$ cat config.mk
export PLATFORM = sky130hd
export DESIGN_NAME = btn_event_gen
export DESIGN_NICKNAME = d
export VERILOG_FILES = /design/src/rtl/btn_event_gen.sv
export SDC_FILE = /design/constraint.sdc
export NUM_CORES = 1
export LEC_CHECK = 0
export ABC_AREA = 1
export CAP_MARGIN = 20
export CORE_MARGIN = 5
export CORE_UTILIZATION = 30
export CTS_CLUSTER_SIZE = 25
export DETAILED_ROUTE_END_ITERATION = 16
export SYNTH_ARGS = -nofsm -noshare
export SYNTH_HDL_FRONTEND = slang
export SYNTH_SLANG_ARGS = --single-unit
$ cat constraint.sdc
create_clock -name clk -period 1.9 [get_ports clk]
set_clock_uncertainty 0.15 [all_clocks]
set_input_delay 0.38 -clock clk [delete_from_list [all_inputs] [get_ports clk]]
set_output_delay 0.38 -clock clk [all_outputs]
set_load 0.02 [all_outputs]
$ cat src/rtl/btn_event_gen.sv
// Pushbutton and switch event generator: press/release/auto-repeat pulses per button,
// switch change pulses, and a shared timebase tick.
module btn_event_gen #(
  parameter int unsigned CLK_FREQUENCY_HZ   = 100000000,
  parameter int unsigned TICK_HZ            = 1000,
  parameter int unsigned REPEAT_DELAY_TICKS = 500,
  parameter int unsigned REPEAT_RATE_TICKS  = 100,
  parameter int unsigned SIMULATE           = 0,
  parameter int unsigned SIMULATE_TICK_CNT  = 5
) (
  input  logic        clk,
  input  logic        reset_n,
  input  logic [5:0]  pbtn_db,
  input  logic [15:0] swtch_db,
  output logic [4:0]  btn_press,
  output logic [4:0]  btn_release,
  output logic [4:0]  btn_repeat,
  output logic [4:0]  btn_held,
  output logic        sw_change,
  output logic [15:0] sw_delta,
  output logic        tick
);

  localparam int unsigned NBTN    = 5;
  localparam int unsigned SW_W    = 16;
  localparam int unsigned CNT_W   = 16;
  localparam int unsigned TOP     = (SIMULATE != 0) ? SIMULATE_TICK_CNT
                                                    : (CLK_FREQUENCY_HZ / TICK_HZ - 1);
  localparam int unsigned PRESC_W = (TOP < 1) ? 1 : $clog2(TOP + 1);

  localparam logic [PRESC_W-1:0] PRESC_TOP  = PRESC_W'(TOP);
  localparam logic [CNT_W-1:0]   DELAY_LAST = CNT_W'(REPEAT_DELAY_TICKS - 1);
  localparam logic [CNT_W-1:0]   RATE_LAST  = CNT_W'(REPEAT_RATE_TICKS - 1);
  localparam bit                 REPEAT_EN  = (REPEAT_DELAY_TICKS != 0);

  typedef enum logic [1:0] {
    ST_IDLE   = 2'd0,
    ST_DELAY  = 2'd1,
    ST_REPEAT = 2'd2
  } btn_state_e;

  logic [PRESC_W-1:0] presc_q, presc_d;
  logic               tick_q, tick_d;
  logic [NBTN-1:0]    prev_btn_q, prev_btn_d;
  logic [SW_W-1:0]    prev_sw_q, prev_sw_d;

  btn_state_e         state_q [NBTN];
  btn_state_e         state_d [NBTN];
  logic [CNT_W-1:0]   cnt_q   [NBTN];
  logic [CNT_W-1:0]   cnt_d   [NBTN];

  logic [NBTN-1:0]    btn_press_q, btn_press_d;
  logic [NBTN-1:0]    btn_release_q, btn_release_d;
  logic [NBTN-1:0]    btn_repeat_q, btn_repeat_d;
  logic [NBTN-1:0]    btn_held_q, btn_held_d;
  logic               sw_change_q, sw_change_d;
  logic [SW_W-1:0]    sw_delta_q, sw_delta_d;

  logic [NBTN-1:0]    btn_cur;
  logic [NBTN-1:0]    btn_rise;
  logic [NBTN-1:0]    btn_fall;
  logic [SW_W-1:0]    sw_xor;

  assign btn_cur  = pbtn_db[5:1];
  assign btn_rise = btn_cur & ~prev_btn_q;
  assign btn_fall = ~btn_cur & prev_btn_q;
  assign sw_xor   = swtch_db ^ prev_sw_q;

  // Prescaler; tick_q is registered so it is high exactly while presc_q == TOP.
  always_comb begin
    presc_d = (presc_q == PRESC_TOP) ? '0 : presc_q + PRESC_W'(1);
    tick_d  = (presc_d == PRESC_TOP);
  end

  // Input history and switch change detection.
  always_comb begin
    prev_btn_d  = btn_cur;
    prev_sw_d   = swtch_db;
    sw_delta_d  = sw_xor;
    sw_change_d = |sw_xor;
  end

  // Per-button IDLE/DELAY/REPEAT machines; a falling edge overrides any tick.
  always_comb begin
    btn_press_d   = '0;
    btn_release_d = '0;
    btn_repeat_d  = '0;
    btn_held_d    = '0;
    for (int unsigned i = 0; i < NBTN; i++) begin
      state_d[i] = state_q[i];
      cnt_d[i]   = cnt_q[i];
      if (btn_fall[i]) begin
        btn_release_d[i] = 1'b1;
        state_d[i]       = ST_IDLE;
        cnt_d[i]         = '0;
      end else begin
        case (state_q[i])
          ST_IDLE: begin
            if (btn_rise[i]) begin
              btn_press_d[i] = 1'b1;
              cnt_d[i]       = '0;
              if (REPEAT_EN) begin
                state_d[i] = ST_DELAY;
              end
            end
          end
          ST_DELAY: begin
            if (tick_q) begin
              if (cnt_q[i] == DELAY_LAST) begin
                btn_repeat_d[i] = 1'b1;
                cnt_d[i]        = '0;
                state_d[i]      = ST_REPEAT;
              end else begin
                cnt_d[i] = cnt_q[i] + CNT_W'(1);
              end
            end
          end
          ST_REPEAT: begin
            if (tick_q) begin
              if (cnt_q[i] == RATE_LAST) begin
                btn_repeat_d[i] = 1'b1;
                cnt_d[i]        = '0;
              end else begin
                cnt_d[i] = cnt_q[i] + CNT_W'(1);
              end
            end
          end
          default: begin
            state_d[i] = ST_IDLE;
            cnt_d[i]   = '0;
          end
        endcase
      end
      // With auto-repeat disabled the machine stays in IDLE, so held tracks the input.
      btn_held_d[i] = (state_d[i] != ST_IDLE) || (!REPEAT_EN && btn_cur[i]);
    end
  end

  always_ff @(posedge clk) begin
    if (!reset_n) begin
      presc_q       <= '0;
      tick_q        <= 1'b0;
      prev_btn_q    <= '0;
      prev_sw_q     <= '0;
      btn_press_q   <= '0;
      btn_release_q <= '0;
      btn_repeat_q  <= '0;
      btn_held_q    <= '0;
      sw_change_q   <= 1'b0;
      sw_delta_q    <= '0;
      for (int unsigned i = 0; i < NBTN; i++) begin
        state_q[i] <= ST_IDLE;
        cnt_q[i]   <= '0;
      end
    end else begin
      presc_q       <= presc_d;
      tick_q        <= tick_d;
      prev_btn_q    <= prev_btn_d;
      prev_sw_q     <= prev_sw_d;
      btn_press_q   <= btn_press_d;
      btn_release_q <= btn_release_d;
      btn_repeat_q  <= btn_repeat_d;
      btn_held_q    <= btn_held_d;
      sw_change_q   <= sw_change_d;
      sw_delta_q    <= sw_delta_d;
      for (int unsigned i = 0; i < NBTN; i++) begin
        state_q[i] <= state_d[i];
        cnt_q[i]   <= cnt_d[i];
      end
    end
  end

  assign btn_press   = btn_press_q;
  assign btn_release = btn_release_q;
  assign btn_repeat  = btn_repeat_q;
  assign btn_held    = btn_held_q;
  assign sw_change   = sw_change_q;
  assign sw_delta    = sw_delta_q;
  assign tick        = tick_q;

endmodule

==> results of run 1 <==
worst paths after layout:
path / from / to / slack [ns] / cells after the start
min: prev_btn_q[1]$_SDFF_PN0_ / btn_press[1]$_SDFF_PP0_ / 0.27 / 1
max reg2reg: state_q[0][3]$_SDFF_PN0_ / cnt_q[0][16]$_SDFFE_PP0P_ / 0.08 / 8
min reg2reg: prev_btn_q[1]$_SDFF_PN0_ / btn_press[1]$_SDFF_PP0_ / 0.27 / 1
max: btn_held[0]$_SDFF_PN0_ / btn_held[0] / 0.04 / 1
layer usage:
metal | vias to the layer above | global-route usage | routed length (um)
met5 | - | 0 | 0
met2 | 149 | 0.2167 | 9206
met3 | 35 | 0.03943 | 1209
met1 | 3513 | 0.1594 | 9470
met4 | 0 | 0.04411 | 470
li1 | 4159 | - | -
report_power, final:
| part | switching, mW | leakage (nW) | internal (mW) |
|---|---|---|---|
| clock network | 1.56 | 0.271 | 1.85 |
| logic | 0.630 | 3.16 | 0.438 |
| registers | 0.0472 | 1.36 | 3.58 |
layout by cell type, fill, tap and decap left out, types with 26 or more instances in the layout:
| cell type | n |
|---|---|
| dfxtp_1 | 151 |
| a21oi_1 | 38 |
| nor2_2 | 31 |
| nand2_1 | 276 |
| inv_1 | 176 |
| buf_4 | 69 |
| nor2_1 | 194 |
| nand3_1 | 89 |
| o21ai_0 | 32 |
| nand4_1 | 26 |
flip-flops by register name (all words and copies together), names as in the netlist:
signal / flops
btn_release: 5
sw_change: 1
cnt_q: 80
btn_repeat: 5
btn_press: 5
presc_q: 17
state_q: 10
sw_delta: 16
prev_btn_q: 5
prev_sw_q: 16
btn_held: 5
tick: 1
stage by stage:
stage            util  hold WS (ns)  cells
2_1_floorplan       -        0.2486   1241
3_3_place_gp   0.3535        0.2600   1735
3_5_place_dp   0.3535        0.2632   1735
4_1_cts        0.3727        0.2707   1767
5_1_grt        0.3794        0.2836   1772
6_report       0.3794        0.2730   1772
cell families (layout without fill, tap and decap cells):
| family | after synthesis | count (layout) | synth area share |
|---|---|---|---|
| adders and majority gates | 31 | 31 | 0.04512 |
| AOI/OAI and AO/OA | 109 | 109 | 0.07293 |
| buffers and inverters | 204 | 351 | 0.09796 |
| xor gates and xnor gates | 34 | 34 | 0.03464 |
| DFF | 166 | 166 | 0.3866 |
| and+or+nand+nor | 697 | 697 | 0.3627 |
repair_timing:
item,4_1_cts,5_1_grt
pin swaps,0,5
resized for setup,28,66
cloned,0,0
setup buffers,0,5
endpoints found under the setup margin,26,74
cell type report:
type / instances / area [um^2] / area share
clock buffer: 19 / 432.9 / 0.04008
clock inverter: 13 / 143.9 / 0.01332
inverter: 188 / 716.9 / 0.06638
multi-input combinational: 871 / 4526 / 0.4190
sequential: 166 / 3344 / 0.3097
tap: 384 / 480.5 / 0.04449
timing repair buffer: 131 / 1156 / 0.1070
==> results by group, run 1 <==
Clock network
  • CTS tree: built
  • Clock slew at reported path FFs: approximately 0.060 ns
  • Worst-Skew Late Latency: roughly 0.44 ns
  • Cts hold-fix bufs: 0
  • Clk buf depth: 2
  • CTS buffer count: 17
  • CTS H-tree lvls: 4
  • Root Buffer: clkbuf_16
  • Clock sinks: 166

Synth
  • Syn Nets: between 1,000 and 1,500
  • Gate count of the mapped netlist: ~1,200
  • Cell Area, Synth: about 8600 um^2
  • Prevailing post-synth register cell: dfxtp_1
  • EDFF count, synth: 0
  • Count leader, synth: nand2_1
  • Cell taking the most area after synthesis: dfxtp_1
  • Seq/Total Area, Yosys: 0.3866
  • Share of Yosys cell area claimed by the top area cell type: 0.3866
  • Yosys Warn Count: 0
  • Top area cells in the synthesized netlist: dfxtp_1 39%, nand2_1 12%, nor2_1 8.9%
  • Post-synthesis cell type count: 42
  • Async SR Flop Fraction: 0
  • Mapped Avg Cell Area: roughly 6.9 um^2
  • Synth cell count leaders: 281 x nand2_1, 203 x nor2_1, 178 x inv_1
  • Synthesis-stage register bit count: 166

Final layout
  • Synthesis-to-layout area growth: 25.65%
  • Finished Cell Area: 10,800 um^2
  • Antenna diodes: 0
  • Fill count: around 3,000
  • Nets: around 1,400
  • Share of layout cells above drive strength 1: 0.1643

Setup path
  • Crit-path max FO: 1
  • Critical path capture point type: output pin
  • CP arrival: roughly 1.3 ns
  • WP buf/inv: 1
  • Critical Path RT: between 1 and 1.5 ns
  • CP delay by family, top: buffers and inverters
  • Critical Path, Cell by Cell: clkdlybuf4s50_1
  • CP Class: flop to output pin
  • Largest stage delay, worst path: 0.60 ns
  • Startpoint Class: flop
  • Slowest library cell on the worst path: clkdlybuf4s50_1

Timing
  • Post-route clock period utilization: 0.9801
  • Fin Setup TNS: 0 ns
  • Slew @ Worst Pin: 0.4067 ns
  • Hold Violations, Final: 0
  • F_max: between 0.5 and 0.6 GHz
  • Max Slew Vio Count: 0
  • Final setup viols: 0
  • Rel. slew slack: 0.7264
  • Final worst path period need: 1.862 ns
  • Final WS setup: 0.03781 ns

Floorplanning
  • Die area: about 32,000 um^2
  • Initial core utilization: 0.3019
  • Die Ht: ~180 um
  • Die span in x: around 180 um
  • Core Region: about 28,000 um^2
  • Row count: just over 60
  • I/O pins: 62

Outcome
  • Status: complete, no violations

Placement
  • Post-DP HPWL: between 15,000 and 20,000 um
  • GP Congestion: just over 0.9
  • Dpl cell area: 10,060 um^2
  • Port Buffer Count: 60
  • Pre-CTS setup slack: -0.2227 ns

Pwr
  • Worst IR drop on VDD: 0.6020 mV
  • Tot Pwr: ~8 mW
  • Leak pwr: between 4 and 5 nW
  • Power Dens Cells: around 750 nW/um^2

Routing
  • Drt total wl: 20,360 um
  • Drt wl/cell: between 10 and 15 um
  • DR iter-0 viols: between 400 and 500
  • Vias per inst: between 4 and 5
  • First-pass iteration count of the detailed router: 5
  • Routed Antenna Nets: 0
  • DRC viols: 0
  • Via count: about 7,900

Global routing
  • First-pass GRT wire length: approximately 34,000 um
  • Vias in the first global route: roughly 7,600
  • Total GRT Usage: 0.1299
  • Grt ovf: 0
  • Initial antenna violation count: 0
  • Largest net degree at the start of global routing: 23

Run
  • MaxCap Viol Count: 0

Hold path
  • HP Class: flop to flop
(Power assumes the default switching activity.)
==> run 2, diff against run 1 <==
- CORE_UTILIZATION: 30 -> 59
- HOLD_SLACK_MARGIN: default -> 0.02
- PLACE_DENSITY: default -> 0.8
==> run 2 against run 1 <==
Wire length down 2.6%; critical endpoint is now btn_press[0]; non-clock buffer count down 5; register-to-register slack better by 0.02 ns; critical path depth unchanged; die area down 47%; worst hold slack worse by 0.0086 ns.
==> results by group, run 2 (synthesized netlist as in run 1, its figures left out) <==
Floorplanning
  • Row count: 44
  • I/O pins: 62
  • Die area: 17,080 um^2
  • Die span in x: approximately 130 um
  • Core Region: approximately 14,000 um^2
  • Initial core utilization: 0.5959
  • Die Ht: approximately 130 um

Clock network
  • Clock slew at reported path FFs: roughly 0.07 ns
  • Worst-Skew Late Latency: between 0.4 and 0.5 ns
  • CTS buffer count: 17
  • Clk buf depth: 2
  • CTS H-tree lvls: 4
  • Root Buffer: clkbuf_16
  • CTS tree: built
  • Cts hold-fix bufs: 0
  • Clock sinks: between 150 and 200

Pwr
  • Psw: about 2.2 mW
  • Tot Pwr: between 8 and 9 mW
  • Switching Fraction: 0.2653
  • Flop pwr share: 0.445
  • Leak pwr: ~4.8 nW
  • Worst IR drop on VDD: 0.8399 mV
  • Power Dens Cells: roughly 770 nW/um^2
  • P_int: between 5 and 6 mW
  • Clock network power share: 0.425
  • Logic pwr share: 0.130

Timing
  • Rel. slew slack: 0.7140
  • Final worst path period need: around 1.9 ns
  • Final setup viols: 0
  • Final WS setup: roughly 0.045 ns
  • Fin Setup TNS: 0 ns
  • RSZ-0062 raised after global routing: true
  • F_max: around 0.54 GHz
  • Max Slew Vio Count: 0
  • Hold Violations, Final: 0
  • Slew @ Worst Pin: 0.4257 ns
  • Post-route clock period utilization: 0.9763

Setup path
  • FF-to-FF Start: state_q[0][8]$_SDFF_PN0_
  • CP arrival: around 1.3 ns
  • R2R Setup Slk: approximately 0.1 ns
  • CP delay by family, top: buffers and inverters
  • Critical Path, Cell by Cell: clkdlybuf4s50_1
  • Critical Path RT: 1.37 ns
  • Capturing point of the worst reg2reg path: cnt_q[0][73]$_SDFFE_PP0P_
  • Slowest library cell on the worst path: clkdlybuf4s50_1
  • Worst Reg-to-Reg Cells: 9
  • Largest stage delay, worst path: approximately 0.59 ns
  • CP Class: flop to output pin
  • WP buf/inv: 1
  • Crit-path max FO: 1
  • Critical path capture point type: output pin
  • Startpoint Class: flop

Final layout
  • Top reg by flops: cnt_q
  • Final Non-Filler Cells: ~1,600
  • Most common cell after layout, fill and taps aside: nand2_1
  • Most frequent cells in the layout: 277 x nand2_1, 195 x nor2_1, 177 x inv_1
  • Antenna diodes: 0
  • Post-layout util: 0.7293
  • Fill count: 1,177
  • Share of layout cells above drive strength 1: 0.1569
  • Largest regs: cnt_q (80), presc_q (17)
  • Synthesis-to-layout area growth: 22.37%
  • Max reg flops: 80
  • Nets: about 1,400

Placement
  • Post-Place Cells: between 1,500 and 2,000
  • Port Buffer Count: 60
  • Post-DP HPWL: ~15,000 um
  • GP Congestion: approximately 0.93
  • Pre-CTS setup slack: -0.2322 ns

Routing
  • Routed wl met2: about 9000 um
  • Met3 WL: about 1500 um
  • Vias per inst: 5.099
  • First-pass iteration count of the detailed router: 5
  • Drt total wl: ~20,000 um
  • DRC viols: 0
  • Via count: 7,990
  • Top layer in use: met4
  • DR iter-0 viols: a little under 500
  • Drt wl/cell: 12.65 um
  • Met1 Routed Length: around 8800 um
  • Routed Antenna Nets: 0

Global routing
  • Largest net degree at the start of global routing: 17
  • Grt ovf: 0
  • First-pass GRT wire length: between 30,000 and 40,000 um
  • Total GRT Usage: 0.2403
  • Initial antenna violation count: 0
  • Vias in the first global route: between 7,000 and 8,000

Outcome
  • Status: complete, no violations

Hold path
  • HP Class: flop to flop
  • Worst Hold Depth: 1
  • HP Start: prev_btn_q[1]$_SDFF_PN0_
  • Worst hold path endpoint: btn_press[1]$_SDFF_PP0_

Run
  • MaxCap Viol Count: 0
-- run 2: cell types whose count changed in the layout (fill, tap and decap cells not counted), sizes merged --
cell,before,now
buf,71,66
clkinvlp,3,1
dlymetal6s2s,11,13
inv,190,192
bufinv,1,2
clkbuf,19,18
clkdlybuf4s15,1,0
dlygate4sd2,25,24
-- run 2: worst max-delay path by stage --
| stage | startpoint | to | slack [ns] | cells after the start |
|---|---|---|---|---|
| 2_1_floorplan | state_q[0][6]$_SDFF_PN0_ | cnt_q[0][61]$_SDFFE_PP0P_ | 0.21 | 10 |
| 3_3_place_gp | pbtn_db[3] | cnt_q[0][46]$_SDFFE_PP0P_ | -0.20 | 9 |
| 3_5_place_dp | pbtn_db[3] | cnt_q[0][38]$_SDFFE_PP0P_ | -0.23 | 8 |
| 4_1_cts | btn_repeat[2]$_SDFF_PP0_ | btn_repeat[2] | 0.001 | 1 |
| 5_1_grt | presc_q[0]$_SDFF_PN0_ | tick$_SDFF_PN0_ | -0.02 | 10 |
| 6_report | btn_press[0]$_SDFF_PP0_ | btn_press[0] | 0.04 | 1 |
-- run 2: timing repair --
action / in CTS / in global routing
setup endpoints to repair: 31 / 69
setup buffers: 0 / 3
endpoints found under the hold margin: 0 / 0
pin swaps: 0 / 4
gates resized for setup: 25 / 52
-- run 2: area by class of cell --
| cell class | instances | area (um^2) | share of cell area |
|---|---|---|---|
| Inverter | 188 | 711.9 | 0.06768 |
| Multi-Input combinational cell | 871 | 4503 | 0.4281 |
| Clock inverter | 14 | 167.7 | 0.01594 |
| Timing Repair Buffer | 126 | 1136 | 0.1080 |
| Tap cell | 184 | 230.2 | 0.02189 |
| Clock buffer | 18 | 429.2 | 0.04080 |
| Sequential cell | 166 | 3341 | 0.3176 |
-- run 2: through the flow --
step,instance area (um^2),hold slack (ns)
floorplan,8596,0.2486
global placement,9804,0.2570
detailed placement,9804,0.2623
CTS,10370,0.2680
global route,10520,0.2826
finish,10520,0.2645
-- run 2: power groups by stage --
stage	combinational, mW	sequential (mW)	clock (mW)
2_1_floorplan	0.569	3.76	0
3_3_place_gp	1.03	3.70	0
3_5_place_dp	1.05	3.70	0
4_1_cts	1.04	3.63	3.53
5_1_grt	1.17	3.64	3.69
6_report	1.06	3.63	3.46
-- run 2: routing by layer --
layer	vias up	global-route usage
met5	-	0
met4	0	0.08106
met3	27	0.07358
met2	213	0.4026
met1	3610	0.2948
li1	4140	-
==> run 3, diff against run 2 <==
- CAP_MARGIN: 20 -> default
- CORE_UTILIZATION: 59 -> 50
- PLACE_DENSITY: 0.8 -> 0.72
- clock period: 1.9 -> 1.7 ns (I/O delays scaled with it)
==> run 3 against run 2 <==
Sequential cell count unchanged; combinational power up 35%; register-to-register slack worse by 0.09 ns; utilization down 3.9 points; sequential share of layout area down 3.0 points; die area up 17%; cell area up 12%; largest power group unchanged; critical path depth up 9; clock power up 13%; global-route usage down 2.9 points; first-iteration DRC count down 9.2%; via count up 5.0%.
==> results by group, run 3 (synthesized netlist as in run 1, its figures left out) <==
Timing
  • Hold Violations, Final: 0
  • Final worst path period need: between 1.5 and 2 ns
  • Final WS setup: 0.009849 ns
  • F_max: 0.5917 GHz
  • Rel. slew slack: 0.7361
  • Final setup viols: 0
  • Post-route clock period utilization: 0.9942
  • Slew @ Worst Pin: between 0.3 and 0.4 ns
  • RSZ-0062 raised after global routing: true
  • Max Slew Vio Count: 0

Clock network
  • Worst-Skew Late Latency: 0.44 ns
  • Clock slew at reported path FFs: 0.07 ns
  • CTS H-tree lvls: 4
  • Clock sinks: 166
  • Root Buffer: clkbuf_16
  • CTS buffer count: 17
  • Clk buf depth: 2
  • Cts hold-fix bufs: 0
  • CTS tree: built

Placement
  • Pre-CTS setup slack: -0.3511 ns
  • Port Buffer Count: 60
  • GP Congestion: about 0.9
  • Post-Place Cells: between 1,500 and 2,000
  • Post-DP HPWL: 15,320 um

Global routing
  • Total GRT Usage: 0.2115
  • Busiest grt layer: met2
  • Vias in the first global route: ~8,000
  • Initial antenna violation count: 0
  • First-pass GRT wire length: between 30,000 and 40,000 um
  • Grt ovf: 0
  • Largest net degree at the start of global routing: 23
  • Met3 Usage GRT: 0.05970
  • M1 GR Usage: 0.2594
  • Met2 Resource Use GR: 0.3629

Routing
  • Drt wl/cell: 13.10 um
  • DRC viols: 0
  • Via count: between 8,000 and 9,000
  • Routed Antenna Nets: 0
  • DR iter-0 viols: about 440
  • Drt total wl: 22,130 um
  • Vias per inst: ~5.0
  • First-pass iteration count of the detailed router: 5

Final layout
  • Most frequent cells in the layout: 256 x nand2_1, 168 x nor2_1, 160 x inv_1
  • Nets: 1,507
  • Synthesis-to-layout area growth: 37.03%
  • Final Non-Filler Cells: 1,690
  • Post-layout util: 0.6906
  • Largest regs: cnt_q (80), presc_q (17)
  • Antenna diodes: 0
  • Max reg flops: 80
  • Top reg by flops: cnt_q
  • Most common cell after layout, fill and taps aside: nand2_1
  • Share of layout cells above drive strength 1: 0.2881

Pwr
  • Worst IR drop on VDD: between 0.7 and 0.8 mV
  • Leak pwr: between 5 and 6 nW
  • Power Dens Cells: roughly 800 nW/um^2

Outcome
  • Status: complete, no violations

Setup path
  • Critical Path RT: between 1.5 and 2 ns
  • CP arrival: 1.87 ns
  • Worst Reg-to-Reg Cells: 10
  • FF-to-FF Start: cnt_q[0][40]$_SDFFE_PP0P_
  • Critical path capture point type: flop
  • Capturing point of the worst reg2reg path: cnt_q[0][46]$_SDFFE_PP0P_
  • Crit-path max FO: 10
  • Worst setup path startpoint: cnt_q[0][40]$_SDFFE_PP0P_
  • Startpoint Class: flop
  • CP Class: flop to flop
  • Critical Path End: cnt_q[0][46]$_SDFFE_PP0P_
  • R2R Setup Slk: between 0.009 and 0.01 ns

Floorplanning
  • Die area: 19,910 um^2
  • I/O pins: 62
  • Row count: 48
  • Core Region: about 17,000 um^2
  • Die Ht: about 140 um
  • Initial core utilization: 0.5040
  • Die span in x: approximately 140 um

Hold path
  • HP Start: prev_btn_q[4]$_SDFF_PN0_
  • HP Class: flop to flop

Run
  • MaxCap Viol Count: 0
## run 3: changes by cell type in the layout (fill, tap and decap cells not counted), moves of 17 or more
cell / previous run / this run
nor2_1: 195 / 168
dfxtp_1: 154 / 132
nand2_2: 21 / 38
inv_1: 177 / 160
nand2_1: 277 / 256
buf_4: 63 / 135
## run 3: cell type report
class                           instances  area (um^2)
Fill cell                            1395         5278
Inverter                              188        734.5
Timing Repair Buffer                  207         1742
Clock buffer                           18        439.2
Clock inverter                         14        161.4
Sequential cell                       166         3391
Tap cell                              225        281.5
Multi-Input combinational cell        872         5030
## run 3: through the flow
stage           TNS [ns]  power, mW  area [um^2]  hold slack [ns]
3_3_place_gp      -18.69      5.395        10360           0.2546
5_1_grt           -1.797      9.761        11780           0.3057
2_1_floorplan          0      4.838         8596           0.2486
4_1_cts        -0.003023      9.315        11100           0.2771
3_5_place_dp      -20.43      5.413        10360           0.2642
6_report               0      9.390        11780           0.2731
## run 3: repair_timing
| action | CTS | global route |
|---|---|---|
| endpoints found under the setup margin | 112 | 92 |
| setup buffers | 5 | 14 |
| resized for setup | 92 | 183 |
| pin swaps | 21 | 70 |
| gates cloned | 1 | 0 |
## run 3: layer usage
layer  vias up  share of wire
li1       4310              -
met1      3813           0.43
met2       225           0.49
met3        40          0.062
met4         0          0.022
met5         -              0
## run 3: worst min path at each step
stage | cells past startpoint | to
final | 1 | btn_press[4]$_SDFF_PP0_
after CTS | 1 | btn_press[2]$_SDFF_PP0_
after global placement | 1 | btn_press[1]$_SDFF_PP0_
after floorplan | 1 | btn_press[0]$_SDFF_PP0_
after global routing | 1 | btn_press[4]$_SDFF_PP0_
after detailed placement | 1 | btn_press[4]$_SDFF_PP0_
## run 3: where the power goes
| group | switching, mW | internal, mW | leakage [nW] | total, mW |
|---|---|---|---|---|
| logic | 0.797 | 0.628 | 3.57 | 1.43 |
| registers | 0.0602 | 3.99 | 1.37 | 4.05 |
| clock network | 1.79 | 2.13 | 0.281 | 3.91 |
| total | 2.64 | 6.75 | 5.22 | 9.39 |
## run 3: worst max-delay path: stages, from the launching register on
cell and delay (ns):
dfxtp_1 0.46, nand3_1 0.20, nor2_4 0.17, nand2_1 0.08
nand2_1 0.06, nand2_1 0.08, buf_6 0.15, nand2_2 0.07
nand3_1 0.06, nand2_1 0.06, inv_1 0.03
